===== src/rtl/aes_pkg.sv =====
// Shared AES column-mixing types, GF(2^8) helpers and FSM encoding.
package aes_pkg;

  localparam logic [7:0] AES_POLY = 8'h1B;

  typedef logic [15:0][7:0] aes_state_t;
  typedef logic [3:0][7:0]  aes_col_t;

  typedef enum logic [1:0] {
    IDLE = 2'd0,
    CALC = 2'd1,
    HOLD = 2'd2
  } mixcol_state_e;

  function automatic logic [7:0] gf_xtime(input logic [7:0] b);
    return {b[6:0], 1'b0} ^ (b[7] ? AES_POLY : 8'h00);
  endfunction

  // State byte n sits in element 15-n, so column c row r is element 15-4c-r.
  function automatic aes_col_t get_col(input aes_state_t s, input int c);
    aes_col_t col;
    int       base;
    base = 4 * int'(c[1:0]);
    for (int r = 0; r < 4; r++) begin
      col[3 - r] = s[15 - base - r];
    end
    return col;
  endfunction

  function automatic aes_state_t put_col(input aes_state_t s, input int c, input aes_col_t col);
    aes_state_t res;
    int         base;
    res  = s;
    base = 4 * int'(c[1:0]);
    for (int r = 0; r < 4; r++) begin
      res[15 - base - r] = col[3 - r];
    end
    return res;
  endfunction

endpackage


===== src/rtl/aes_mix_col_engine_if.sv =====
// Block-level handshake bundle between the shift-rows stage, the engine and add-round-key.
interface aes_mix_col_engine_if;

  logic         in_valid;
  logic         in_ready;
  logic [127:0] in_data;
  logic         in_inv;
  logic         abort;
  logic         out_valid;
  logic         out_ready;
  logic [127:0] out_data;
  logic         busy;

  modport slave (
    input  in_valid, in_data, in_inv, abort, out_ready,
    output in_ready, out_valid, out_data, busy
  );

  modport master (
    output in_valid, in_data, in_inv, abort, out_ready,
    input  in_ready, out_valid, out_data, busy
  );

endinterface


===== src/rtl/aes_mix_col_word.sv =====
// Combinational MixColumns / InvMixColumns of one 32-bit column (row 0 in bits 31:24).
module aes_mix_col_word
  import aes_pkg::*;
(
  input  logic [31:0] col,
  input  logic        inv,
  output logic [31:0] mixed
);

  aes_col_t col_s;
  logic [7:0] row_s [4];
  logic [7:0] x2_s [4];
  logic [7:0] x8_sum_s;

  assign col_s = col;

  // Shared xtime chains: the inverse adds 04*(a_r^a_{r+2}) ^ 08*(a0^a1^a2^a3) to the forward result.
  always_comb begin
    for (int r = 0; r < 4; r++) begin
      row_s[r] = col_s[3 - r];
      x2_s[r]  = gf_xtime(row_s[r]);
    end
    x8_sum_s = gf_xtime(gf_xtime(gf_xtime(row_s[0] ^ row_s[1] ^ row_s[2] ^ row_s[3])));
    mixed    = 32'h0000_0000;
    for (int r = 0; r < 4; r++) begin
      mixed[31 - 8*r -: 8] =
          x2_s[r] ^ x2_s[(r + 1) % 4] ^ row_s[(r + 1) % 4] ^ row_s[(r + 2) % 4] ^ row_s[(r + 3) % 4]
        ^ (inv ? (gf_xtime(gf_xtime(row_s[r] ^ row_s[(r + 2) % 4])) ^ x8_sum_s) : 8'h00);
    end
  end

endmodule


===== src/rtl/aes_mix_col_engine.sv =====
// AES column-mixing engine: captures one 128-bit state, mixes COLS_PER_CYCLE columns per
// clock and holds the result until the downstream stage takes it.
module aes_mix_col_engine
  import aes_pkg::*;
#(
  parameter int COLS_PER_CYCLE = 1
) (
  input  logic               clk,
  input  logic               rst,
  aes_mix_col_engine_if.slave bus
);

  localparam int         NCOL     = 4 / COLS_PER_CYCLE;
  localparam logic [1:0] LAST_GRP = 2'(NCOL - 1);

  if (!(COLS_PER_CYCLE == 1 || COLS_PER_CYCLE == 2 || COLS_PER_CYCLE == 4)) begin : g_bad_cols
    $error("aes_mix_col_engine: COLS_PER_CYCLE must be 1, 2 or 4");
  end

  mixcol_state_e state_r;
  mixcol_state_e state_nxt_s;
  logic [1:0]    grp_cnt_r;
  aes_state_t    data_r;
  aes_state_t    res_r;
  aes_state_t    res_nxt_s;
  logic          inv_r;
  logic          in_ready_s;
  logic          accept_s;
  logic          last_grp_s;
  logic          out_valid_s;
  logic [COLS_PER_CYCLE-1:0][31:0] col_in_s;
  logic [COLS_PER_CYCLE-1:0][31:0] col_out_s;

  assign last_grp_s = (grp_cnt_r == LAST_GRP);
  // Held low during reset and abort so neither can coincide with an accept.
  assign in_ready_s = rst && !bus.abort &&
                      ((state_r == IDLE) || ((state_r == HOLD) && bus.out_ready));
  assign accept_s   = bus.in_valid && in_ready_s;

  for (genvar k = 0; k < COLS_PER_CYCLE; k++) begin : g_col
    assign col_in_s[k] = get_col(data_r, int'(grp_cnt_r) * COLS_PER_CYCLE + k);
    aes_mix_col_word u_word (
      .col   (col_in_s[k]),
      .inv   (inv_r),
      .mixed (col_out_s[k])
    );
  end

  // Merge this cycle's column group into the result.
  always_comb begin
    res_nxt_s = res_r;
    for (int k = 0; k < COLS_PER_CYCLE; k++) begin
      res_nxt_s = put_col(res_nxt_s, int'(grp_cnt_r) * COLS_PER_CYCLE + k, col_out_s[k]);
    end
  end

  // Next-state logic; abort wins over every other transition.
  always_comb begin
    state_nxt_s = state_r;
    if (bus.abort) begin
      state_nxt_s = IDLE;
    end else begin
      case (state_r)
        IDLE:    state_nxt_s = accept_s ? CALC : IDLE;
        CALC:    state_nxt_s = last_grp_s ? HOLD : CALC;
        HOLD: begin
          if (bus.out_ready) begin
            state_nxt_s = accept_s ? CALC : IDLE;
          end else begin
            state_nxt_s = HOLD;
          end
        end
        default: state_nxt_s = IDLE;
      endcase
    end
  end

  // State register.
  always_ff @(posedge clk or negedge rst) begin
    if (!rst) begin
      state_r <= IDLE;
    end else begin
      state_r <= state_nxt_s;
    end
  end

  // Block capture, group counter and result register.
  always_ff @(posedge clk or negedge rst) begin
    if (!rst) begin
      data_r    <= '0;
      inv_r     <= 1'b0;
      grp_cnt_r <= 2'd0;
      res_r     <= '0;
    end else if (bus.abort) begin
      data_r    <= '0;
      inv_r     <= 1'b0;
      grp_cnt_r <= 2'd0;
      res_r     <= '0;
    end else if (accept_s) begin
      data_r    <= bus.in_data;
      inv_r     <= bus.in_inv;
      grp_cnt_r <= 2'd0;
    end else if (state_r == CALC) begin
      res_r     <= res_nxt_s;
      grp_cnt_r <= last_grp_s ? 2'd0 : 2'(grp_cnt_r + 2'd1);
    end
  end

  // Masking with abort keeps a flushed block from completing an output handshake.
  assign out_valid_s   = (state_r == HOLD) && !bus.abort;
  assign bus.out_valid = out_valid_s;
  assign bus.out_data  = out_valid_s ? 128'(res_r) : 128'd0;
  assign bus.in_ready  = in_ready_s;
  assign bus.busy      = (state_r != IDLE);

endmodule


===== src/flat_wrapper.sv =====
// flat-port wrapper written by rule: the top's interface ports become plain ports
module aes_mix_col_engine_flat import aes_pkg::*;
#(
  parameter int COLS_PER_CYCLE = 1
)
  (clk, rst, bus_in_valid, bus_in_data, bus_in_inv, bus_abort, bus_out_ready, bus_in_ready, bus_out_valid, bus_out_data, bus_busy);
  aes_mix_col_engine_if bus_i ();
  input  logic clk;
  input  logic rst;
  input wire logic [$bits(bus_i.in_valid)-1:0] bus_in_valid;
  input wire logic [$bits(bus_i.in_data)-1:0] bus_in_data;
  input wire logic [$bits(bus_i.in_inv)-1:0] bus_in_inv;
  input wire logic [$bits(bus_i.abort)-1:0] bus_abort;
  input wire logic [$bits(bus_i.out_ready)-1:0] bus_out_ready;
  output wire logic [$bits(bus_i.in_ready)-1:0] bus_in_ready;
  output wire logic [$bits(bus_i.out_valid)-1:0] bus_out_valid;
  output wire logic [$bits(bus_i.out_data)-1:0] bus_out_data;
  output wire logic [$bits(bus_i.busy)-1:0] bus_busy;
  assign bus_i.in_valid = bus_in_valid;
  assign bus_i.in_data = bus_in_data;
  assign bus_i.in_inv = bus_in_inv;
  assign bus_i.abort = bus_abort;
  assign bus_i.out_ready = bus_out_ready;
  assign bus_in_ready = bus_i.in_ready;
  assign bus_out_valid = bus_i.out_valid;
  assign bus_out_data = bus_i.out_data;
  assign bus_busy = bus_i.busy;
  aes_mix_col_engine #(.COLS_PER_CYCLE(COLS_PER_CYCLE)) u_core (.clk(clk), .rst(rst), .bus(bus_i));
endmodule

===== config.mk =====
export PLATFORM = sky130hd
export DESIGN_NAME = aes_mix_col_engine_flat
export DESIGN_NICKNAME = d
export VERILOG_FILES = /design/src/rtl/aes_pkg.sv /design/src/rtl/aes_mix_col_engine_if.sv /design/src/rtl/aes_mix_col_word.sv /design/src/rtl/aes_mix_col_engine.sv /design/src/flat_wrapper.sv
export SDC_FILE = /design/constraint.sdc
export NUM_CORES = 1
export LEC_CHECK = 0
export BUFFER_PORTS_ARGS = -buffer_cell sky130_fd_sc_hd__buf_2
export CORE_ASPECT_RATIO = 0.6
export CORE_MARGIN = 2
export CORE_UTILIZATION = 43
export CTS_BUF_LIST = sky130_fd_sc_hd__clkbuf_4
export CTS_CLUSTER_SIZE = 30
export DETAILED_ROUTE_END_ITERATION = 6
export SLEW_MARGIN = 20
export SYNTH_ARGS = -nofsm -noshare
export SYNTH_HDL_FRONTEND = slang
export SYNTH_SLANG_ARGS = --single-unit

===== constraint.sdc =====
create_clock -name clk -period 7.5 [get_ports clk]
set_input_delay 1.5 -clock clk [delete_from_list [all_inputs] [get_ports clk]]
set_output_delay 1.5 -clock clk [all_outputs]
set_load 0.01 [all_outputs]

# Yosys cells after proc, flatten, opt, wreduce, memory -nomap -nowiden

Cells that the tools add are included.

Muxes and demuxes: 54
Reductions and logical operators: 17
Equality and inequality tests: 4
Add/subtract/negate cells: 5
Bitwise operators: 38
Order comparisons: 8

Operators by type and width:

| cell                                                                                 | count |
|---|---|
| 128-bit 2-to-1 mux                                                                   | 6 |
| 128-bit bitwise mux                                                                  | 4 |
| 8-bit XOR                                                                            | 28 |
| 8-bit binary-select mux with 4-bit select                                            | 4 |
| 8-bit demux with 4-bit select                                                        | 4 |
| 8-bit 2-to-1 mux                                                                     | 14 |
| 32-bit by 1-bit greater-or-equal comparator with 1-bit output, second input constant | 3 |
| 32-bit by 6-bit < comparator with 1-bit output, second input constant                | 3 |
| 8-bit by 5-bit XOR with 8-bit output                                                 | 10 |
| 5-bit 2-to-1 mux                                                                     | 11 |
| 2-bit 2-to-1 mux                                                                     | 7 |
| 5-bit by 3-bit subtractor with 6-bit output, second input constant                   | 2 |
| 1-bit logical AND                                                                    | 9 |
| 5-bit by 6-bit < comparator with 1-bit output, second input constant                 | 1 |
| 2-bit case mux with 3 select lines                                                   | 1 |
| 2-bit nonzero test                                                                   | 3 |
| 5-bit by 2-bit subtractor with 6-bit output, second input constant                   | 1 |
| 5-bit by 1-bit greater-or-equal comparator with 1-bit output, second input constant  | 1 |
| 4-bit by 4-bit subtractor with 5-bit output, first input constant                    | 1 |
| 2-bit == test, second input constant                                                 | 2 |
| 1-bit 2-to-1 mux                                                                     | 3 |
| 3-bit nonzero test                                                                   | 1 |
| 2-bit by 1-bit adder with 2-bit output, second input constant                        | 1 |
| 2-bit by 1-bit == test with 1-bit output, second input constant                      | 1 |
| other kinds (5)                                                                      | 5 |

Word-level logic and storage cells: 161
Input port bits: 134
Output and inout port bits: 131
Register bits: 261

# Longest topological paths before layout

Gate-level depths: netlist of run 1.

Word-level depth: 24
Depth in mapped cells: 12
Gate-level depth less buffers: 8

# Hierarchy

Synthesis of run 1 repeated with hierarchy kept, for this count alone.

Cell total of the unflattened synthesis: 1,280
Area total of the unflattened synthesis: 13,860.8 um^2

By module, submodules not included:

| module             | times used | area each (um^2) | cells an instance | sequential area each (um^2) |
|---|---|---|---|---|
| aes_mix_col_engine | 1          | 12,009.0         | 1,077             | 6,531.3 |
| aes_mix_col_word   | 1          | 1,851.8          | 203               | 0.0 |

# Least setup slack after synthesis of run 1

Ideal clock, no wire load.

Kind: in2out
Start point: input port bus_abort
End point: output port bus_out_data[100]
Setup slack: 3,631 ps
Path buffers: 2
Data required time: 6,000 ps
Cell stages on the path: 4
Data arrival time: 2,369 ps
Cell sequence: nor2_1 clkbuf_1 clkbuf_1 and3_1

Cells in the longest elaborated chain, start to end: 3

Ends and longest elaborated chain:

| element            | line                      | text |
|---|---|---|
| start: declaration | flat_wrapper.sv:13        | `input wire logic [$bits(bus_i.abort)-1:0] bus_abort;` |
| 1-bit logical NOT  | aes_mix_col_engine.sv:110 | `assign out_valid_s = (state_r == HOLD) && !bus.abort;` |
| 1-bit logical AND  | aes_mix_col_engine.sv:110 |  |
| 128-bit 2-to-1 mux | aes_mix_col_engine.sv:112 | `assign bus.out_data = out_valid_s ? 128'(res_r) : 128'd0;` |
| end: declaration   | flat_wrapper.sv:17        | `output wire logic [$bits(bus_i.out_data)-1:0] bus_out_data;` |

Every way passes these cells.

# Worst setup path in the final report of run 1

Start point: input port bus_abort
End point: output port bus_out_data[84]

Same word-level chain as after synthesis.

==> results of run 1 <==
==> power by group through the flow <==
stage / Sequential (uW) / Combinational [uW] / Clock, uW
floorplan: 1500 / 540 / 0
global placement: 1510 / 773 / 0
detailed placement: 1510 / 783 / 0
CTS: 1480 / 788 / 1230
global route: 1490 / 853 / 1300
finish: 1490 / 793 / 1190
==> critical path, stage by stage <==
cell and delay [ns]:
buf_4 0.26, nor2_4 0.14, buf_4 0.72, and3_1 0.32, buf_2 0.15
==> registers in the layout, summed over array words and instances, names as in the netlist <==
signal            flops
u_core.state_r        2
u_core.data_r       128
u_core.grp_cnt_r      2
u_core.res_r        128
u_core.inv_r          1
==> final cells by class <==
cell class                 instances  area, um^2  area share [%]
inverter                           4        15.0          0.0921
antenna                            5        12.5          0.0767
clock buffer                      92         691            4.24
timing repair buffer             282        1470            9.01
sequential                       261        6540            40.1
clock inverter                    11        75.1           0.460
multi-input combinational        996        6980            42.8
tap                              424         531            3.25
==> per-stage QoR <==
| stage | cells | utilization (%) |
|---|---|---|
| 6_report | 2075 | 50.6 |
| 5_1_grt | 2075 | 50.6 |
| 4_1_cts | 2070 | 50.6 |
| 3_5_place_dp | 1967 | 48.2 |
| 3_3_place_gp | 1967 | 48.2 |
| 2_1_floorplan | 1376 | - |
==> cell families (layout without fill, tap and decap cells) <==
family / after synthesis / count (layout)
simple gates: 629 / 629
flops: 261 / 261
xor+xnor: 173 / 173
compound gates: 158 / 158
buf+inv: 119 / 389
mux: 32 / 32
fa+ha+maj: 4 / 4
other cells: 0 / 5
==> cells in the final DEF (no fill, tap or decap), types with 5 or more instances in the layout <==
master,n
a21oi_1,23
a22o_1,92
a22oi_1,8
and3_1,128
buf_2,262
buf_4,19
clkbuf_4,92
dfrtp_1,258
diode_2,5
mux4_2,32
nand2_1,319
nand3_1,8
nand3b_1,109
nor2_1,7
nor3_1,35
nor4_1,8
o21ai_0,29
xnor2_1,106
xnor2_2,8
xnor3_1,6
xor2_1,42
==> metal layers <==
layer,routed length (um),part of all wire [%]
met2,18200,42
met5,0,0
met4,489,1.1
met1,21200,49
met3,3240,7.5
==> worst max-delay path by stage <==
stage | to | slack, ns
2_1_floorplan | bus_out_data[100] | 3.63
3_3_place_gp | bus_out_data[84] | 2.92
3_5_place_dp | bus_out_data[84] | 2.87
4_1_cts | bus_out_data[84] | 2.87
5_1_grt | bus_out_data[84] | 2.70
6_report | bus_out_data[84] | 2.82
==> flow_summary.yaml, run 1 <==
route:
  dr.pass1.iters: 5
  vias: 11300
  avgRoutedWirePerCell_um: 20.8
  wl_um: 43100
  postRouteAntennaNets: 0
  drtIter0Drc: 1144
  drcViolationCount: 0
  via_per_inst: 5.45
clocking:
  cts_root_buf: "clkbuf_4"
  post_cts_buffers: 0
  clockBufferDepth: 3
  cts_resized: 0
  clock_latency_ns: 0.76
  cts_hold_buf: 0
  clock-sinks: 261
  cts_made_buffers: 66
  cts_tree: "done"
  path_clk_slew_ns: 0.07
  h-tree-depth: 3
die:
  start_util_pct: 43.4
  die_area_mm2: 0.0340
  ios: 265
  core_area_mm2: 0.0322
  num_rows: 51
  die_w_um: 237
  die_h_um: 144
logic_synthesis:
  synth_area_leaders: "dfrtp_1 47%, nand2_1 8.6%, xnor2_1 6.6%, nand3b_1 5.9%, a22o_1 5.8%"
  synth_top_area_share_pct: 46.7
  synth_xor_area_share_pct: 13.0
  synth_compound_area_share_pct: 8.30
  synthSimpleGateAreaFrac_pct: 22.9
  synth_warnings: 0
  synth_top_family_by_area: "simple AND/OR/NAND/NOR gates"
  seq_area_frac_synth_pct: 46.7
  synth_ff_type: "dfrtp_1"
  synth_edf_count: 0
  syn_area_mm2: 0.0140
  synthMostInstantiatedCell: "nand2_1"
  syn_inst: 1376
  synth_cell_types: 35
  yosys_register_bits: 261
  synth_fp_nets: 1514
  synth.avg_cell_area_um2: 10.2
  postSynth.asyncResetShare_pct: 100
  synth_mux_area_share_pct: 5.16
  synthAdderAreaFrac_pct: 0.358
  synth_common_cells: "320 x nand2_1, 261 x dfrtp_1, 128 x and3_1"
  synth_top_area_cell: "dfrtp_1"
sta:
  timing.hold.ws_ns: 0.482
  worst_pin_slew_ns: 0.977
  setup_viol_count_final: 0
  hold_violations: 0
  period_share_pct: 62.4
  maxSlewViolCount: 0
  finalSetupTns_ns: 0
  timing.final.crit_period_ns: 4.68
  slew_headroom_pct: 34.9
  skew_ns: 0.0376
  fin_ws_ns: 2.82
  clock.fmax_mhz: 214
  rsz0062_at_grt: "no"
setup_path:
  cp.arrival_ns: 3.18
  r2r-start: "u_core.grp_cnt_r[0]"
  cp_max_fo: 129
  critPathKind: "in2out"
  timing.rr.end: "u_core.res_r[77]"
  rrSetupSlack_ns: 3.03
  critPathCaptureType: "primary output"
  start_kind: "primary input"
  worstPathRequired_ns: 6.00
  critPathLaunch: "bus_abort"
  reg2reg_depth: 8
hold_path:
  holdPathStages: 2
  holdCritPathClass: "reg2reg"
  hp-start: "u_core.res_r[35]"
  min_to: "u_core.res_r[35]"
global_route:
  grt_start_max_net_pins: 130
  grt_use_total_pct: 25.6
  overflow: 0
  grt_pass1_vias: 11000
  grt_pass1_wl_um: 66100
  grt_busiest_layer: "met1"
  grt_util_met2_pct: 35.9
  use_met3_pct: 6.74
  antenna_found_initial: 4
  use_met1_pct: 39.2
power_and_ir_drop:
  p_clk_share_pct: 34.4
  switchingPower_uw: 1140
  switching_share_pct: 32.9
  power.total_uw: 3470
  intPower_uw: 2330
  comb_power_share_pct: 22.8
  p_leak_uw: 0.00866
  ir_worst_vdd_v: 0.0000995
  power_density_mw_per_mm2: 213
  seqPwrFrac_pct: 42.8
finish:
  syn2layout_area_growth_pct: 16.7
  final_nets: 1749
  fillers: 3034
  drive_above_1_share_pct: 27.1
  design_area_mm2: 0.0163
place:
  pre_cts_slack_ns: 2.87
  gp_congestion: 0.852
  dpl_cell_area_mm2: 0.0155
  place_hpwl_um: 29800
  portBuffers: 264
run:
  max_cap_violations: 0
status:
  status: "completed"
Power figures use the tool's default switching activity.
==> run 2: changes to the inputs <==
- PLACE_DENSITY: unset -> 0.67
- clock period: 7.5 -> 4.1 ns (I/O delays scaled with it)
==> run 2 against run 1 <==
Sequential share of layout area down 0.53 points. Combinational power is 98% higher. Routed wire length is 4.1% higher. Clock skew up 0.030 ns. Clock power rose by 86%. Utilization rose by 0.68 points. Power grew 87%. Flip-flop and latch count unchanged. Largest cell class unchanged.
==> flow_summary.yaml, run 2 (synthesis gave the netlist of run 1 again) <==
status:
  status: "completed"
place:
  portBuffers: 264
  gp_congestion: 0.937
  place_hpwl_um: 31400
clocking:
  cts_resized: 0
  clock_latency_ns: 0.75
  post_cts_buffers: 0
  clockBufferDepth: 3
  h-tree-depth: 3
  path_clk_slew_ns: 0.08
  cts_tree: "done"
  cts_root_buf: "clkbuf_4"
  clock-sinks: 261
  cts_made_buffers: 68
  cts_hold_buf: 0
sta:
  hold_violations: 0
  setup_viol_count_final: 0
  period_share_pct: 92.4
  maxSlewViolCount: 0
  finalSetupTns_ns: 0
  worst_pin_slew_ns: 1.04
  clock.fmax_mhz: 264
  timing.final.crit_period_ns: 3.79
  rsz0062_at_grt: "no"
  slew_headroom_pct: 30.5
  skew_ns: 0.0673
die:
  die_w_um: 237
  core_area_mm2: 0.0322
  ios: 265
  start_util_pct: 43.4
  die_area_mm2: 0.0340
  die_h_um: 144
  num_rows: 51
global_route:
  grt_util_met2_pct: 37.0
  overflow: 0
  grt_use_total_pct: 26.9
  use_met1_pct: 40.3
  grt_pass1_wl_um: 69300
  use_met3_pct: 8.14
  grt_start_max_net_pins: 136
  grt_busiest_layer: "met1"
  grt_pass1_vias: 11500
  antenna_found_initial: 2
power_and_ir_drop:
  comb_power_share_pct: 24.1
  p_leak_uw: 0.00879
  intPower_uw: 4370
  power_density_mw_per_mm2: 393
  seqPwrFrac_pct: 41.9
  p_clk_share_pct: 34.1
  switchingPower_uw: 2120
  ir_worst_vdd_v: 0.000178
  switching_share_pct: 32.7
route:
  drcViolationCount: 0
  via_per_inst: 5.53
  drtIter0Drc: 1114
  vias: 11600
  postRouteAntennaNets: 0
  avgRoutedWirePerCell_um: 21.4
  dr.pass1.iters: 5
  wl_um: 44900
finish:
  layout_common_cells: "319 x nand2_1, 262 x buf_2, 258 x dfrtp_1"
  fin_util_pct: 51.3
  drive_above_1_share_pct: 27.8
  largest_registers: "u_core.data_r (128), u_core.res_r (128)"
  syn2layout_area_growth_pct: 18.2
  final_nets: 1772
  layout_commonest_cell: "nand2_1"
setup_path:
  cp.arrival_ns: 4.42
  critPathCaptureType: "flop"
  cpMostUsedCell: "xnor2_1"
  crit_path_top_delay_cell: "mux4_2"
  worstPathRequired_ns: 4.73
  cp_max_fo: 16
  start_kind: "flop"
  path_cells: "mux4_2 > xor2_2 > xor3_2 > xnor2_1 > nand2b_1 > xor2_1 > xnor2_1 > a22o_1"
  cpPeakStageDelay_ns: 0.70
  critPathKind: "reg2reg"
run:
  max_cap_violations: 0
hold_path:
  holdCritPathClass: "in2reg"
-- run 2: path summary, 6_finish.rpt --
kind,from,end,slack (ns),cells past startpoint
worst min-delay path,bus_in_data[70],u_core.data_r[70],0.26,3
max in group asynchronous,rst,u_core.data_r[41],2.34,3
worst max register to register,u_core.grp_cnt_r[0],u_core.res_r[90],0.31,8
min in group asynchronous,rst,u_core.data_r[65],0.29,2
worst max-delay path,u_core.grp_cnt_r[0],u_core.res_r[90],0.31,8
worst min register to register,u_core.res_r[111],u_core.res_r[111],0.48,2
-- run 2: metrics by stage --
| step | instance area (um^2) | hold WS [ns] | power (uW) | worst slack [ns] | std cells |
|---|---|---|---|---|---|
| after floorplan | 14000 | 0.442 | 3720 | 0.959 | 1376 |
| after global placement | 15700 | 0.458 | 4290 | 0.388 | 1988 |
| after detailed placement | 15700 | 0.467 | 4310 | 0.375 | 1988 |
| after CTS | 16500 | 0.197 | 6530 | 0.311 | 2098 |
| after global routing | 16500 | 0.223 | 6830 | 0.0717 | 2100 |
| final | 16500 | 0.256 | 6500 | 0.312 | 2102 |
-- run 2: layout make-up --
type | count | area [um^2]
Fill cell | 2984 | 15700
Multi-Input combinational cell | 996 | 6980
Sequential cell | 261 | 6540
Timing Repair Buffer | 303 | 1660
Clock buffer | 95 | 713
Tap cell | 424 | 531
Clock inverter | 15 | 87.6
Inverter | 4 | 15.0
Antenna cell | 4 | 10.0
-- run 2: power by group through the flow --
stage	Combinational, uW	Sequential [uW]	Clock, uW
final	1570	2720	2210
after global routing	1670	2730	2430
after CTS	1550	2720	2270
after detailed placement	1540	2760	0
after global placement	1520	2760	0
after floorplan	988	2740	0
-- run 2: critical path: cells and delay by family, from the launching register on --
kind                      cells  cell delay (ns)
and+or+nand+nor               1             0.18
AOI/OAI and AO/OA             1             0.25
DFF                           1             0.63
muxes                         1             0.70
xor gates and xnor gates      5             1.90
-- run 2: per-layer routing --
| layer | vias up | part of all wire, % |
|---|---|---|
| met5 | - | 0 |
| met4 | 0 | 1.8 |
| met3 | 61 | 9.4 |
| met2 | 488 | 41 |
| met1 | 5793 | 48 |
| li1 | 5273 | - |
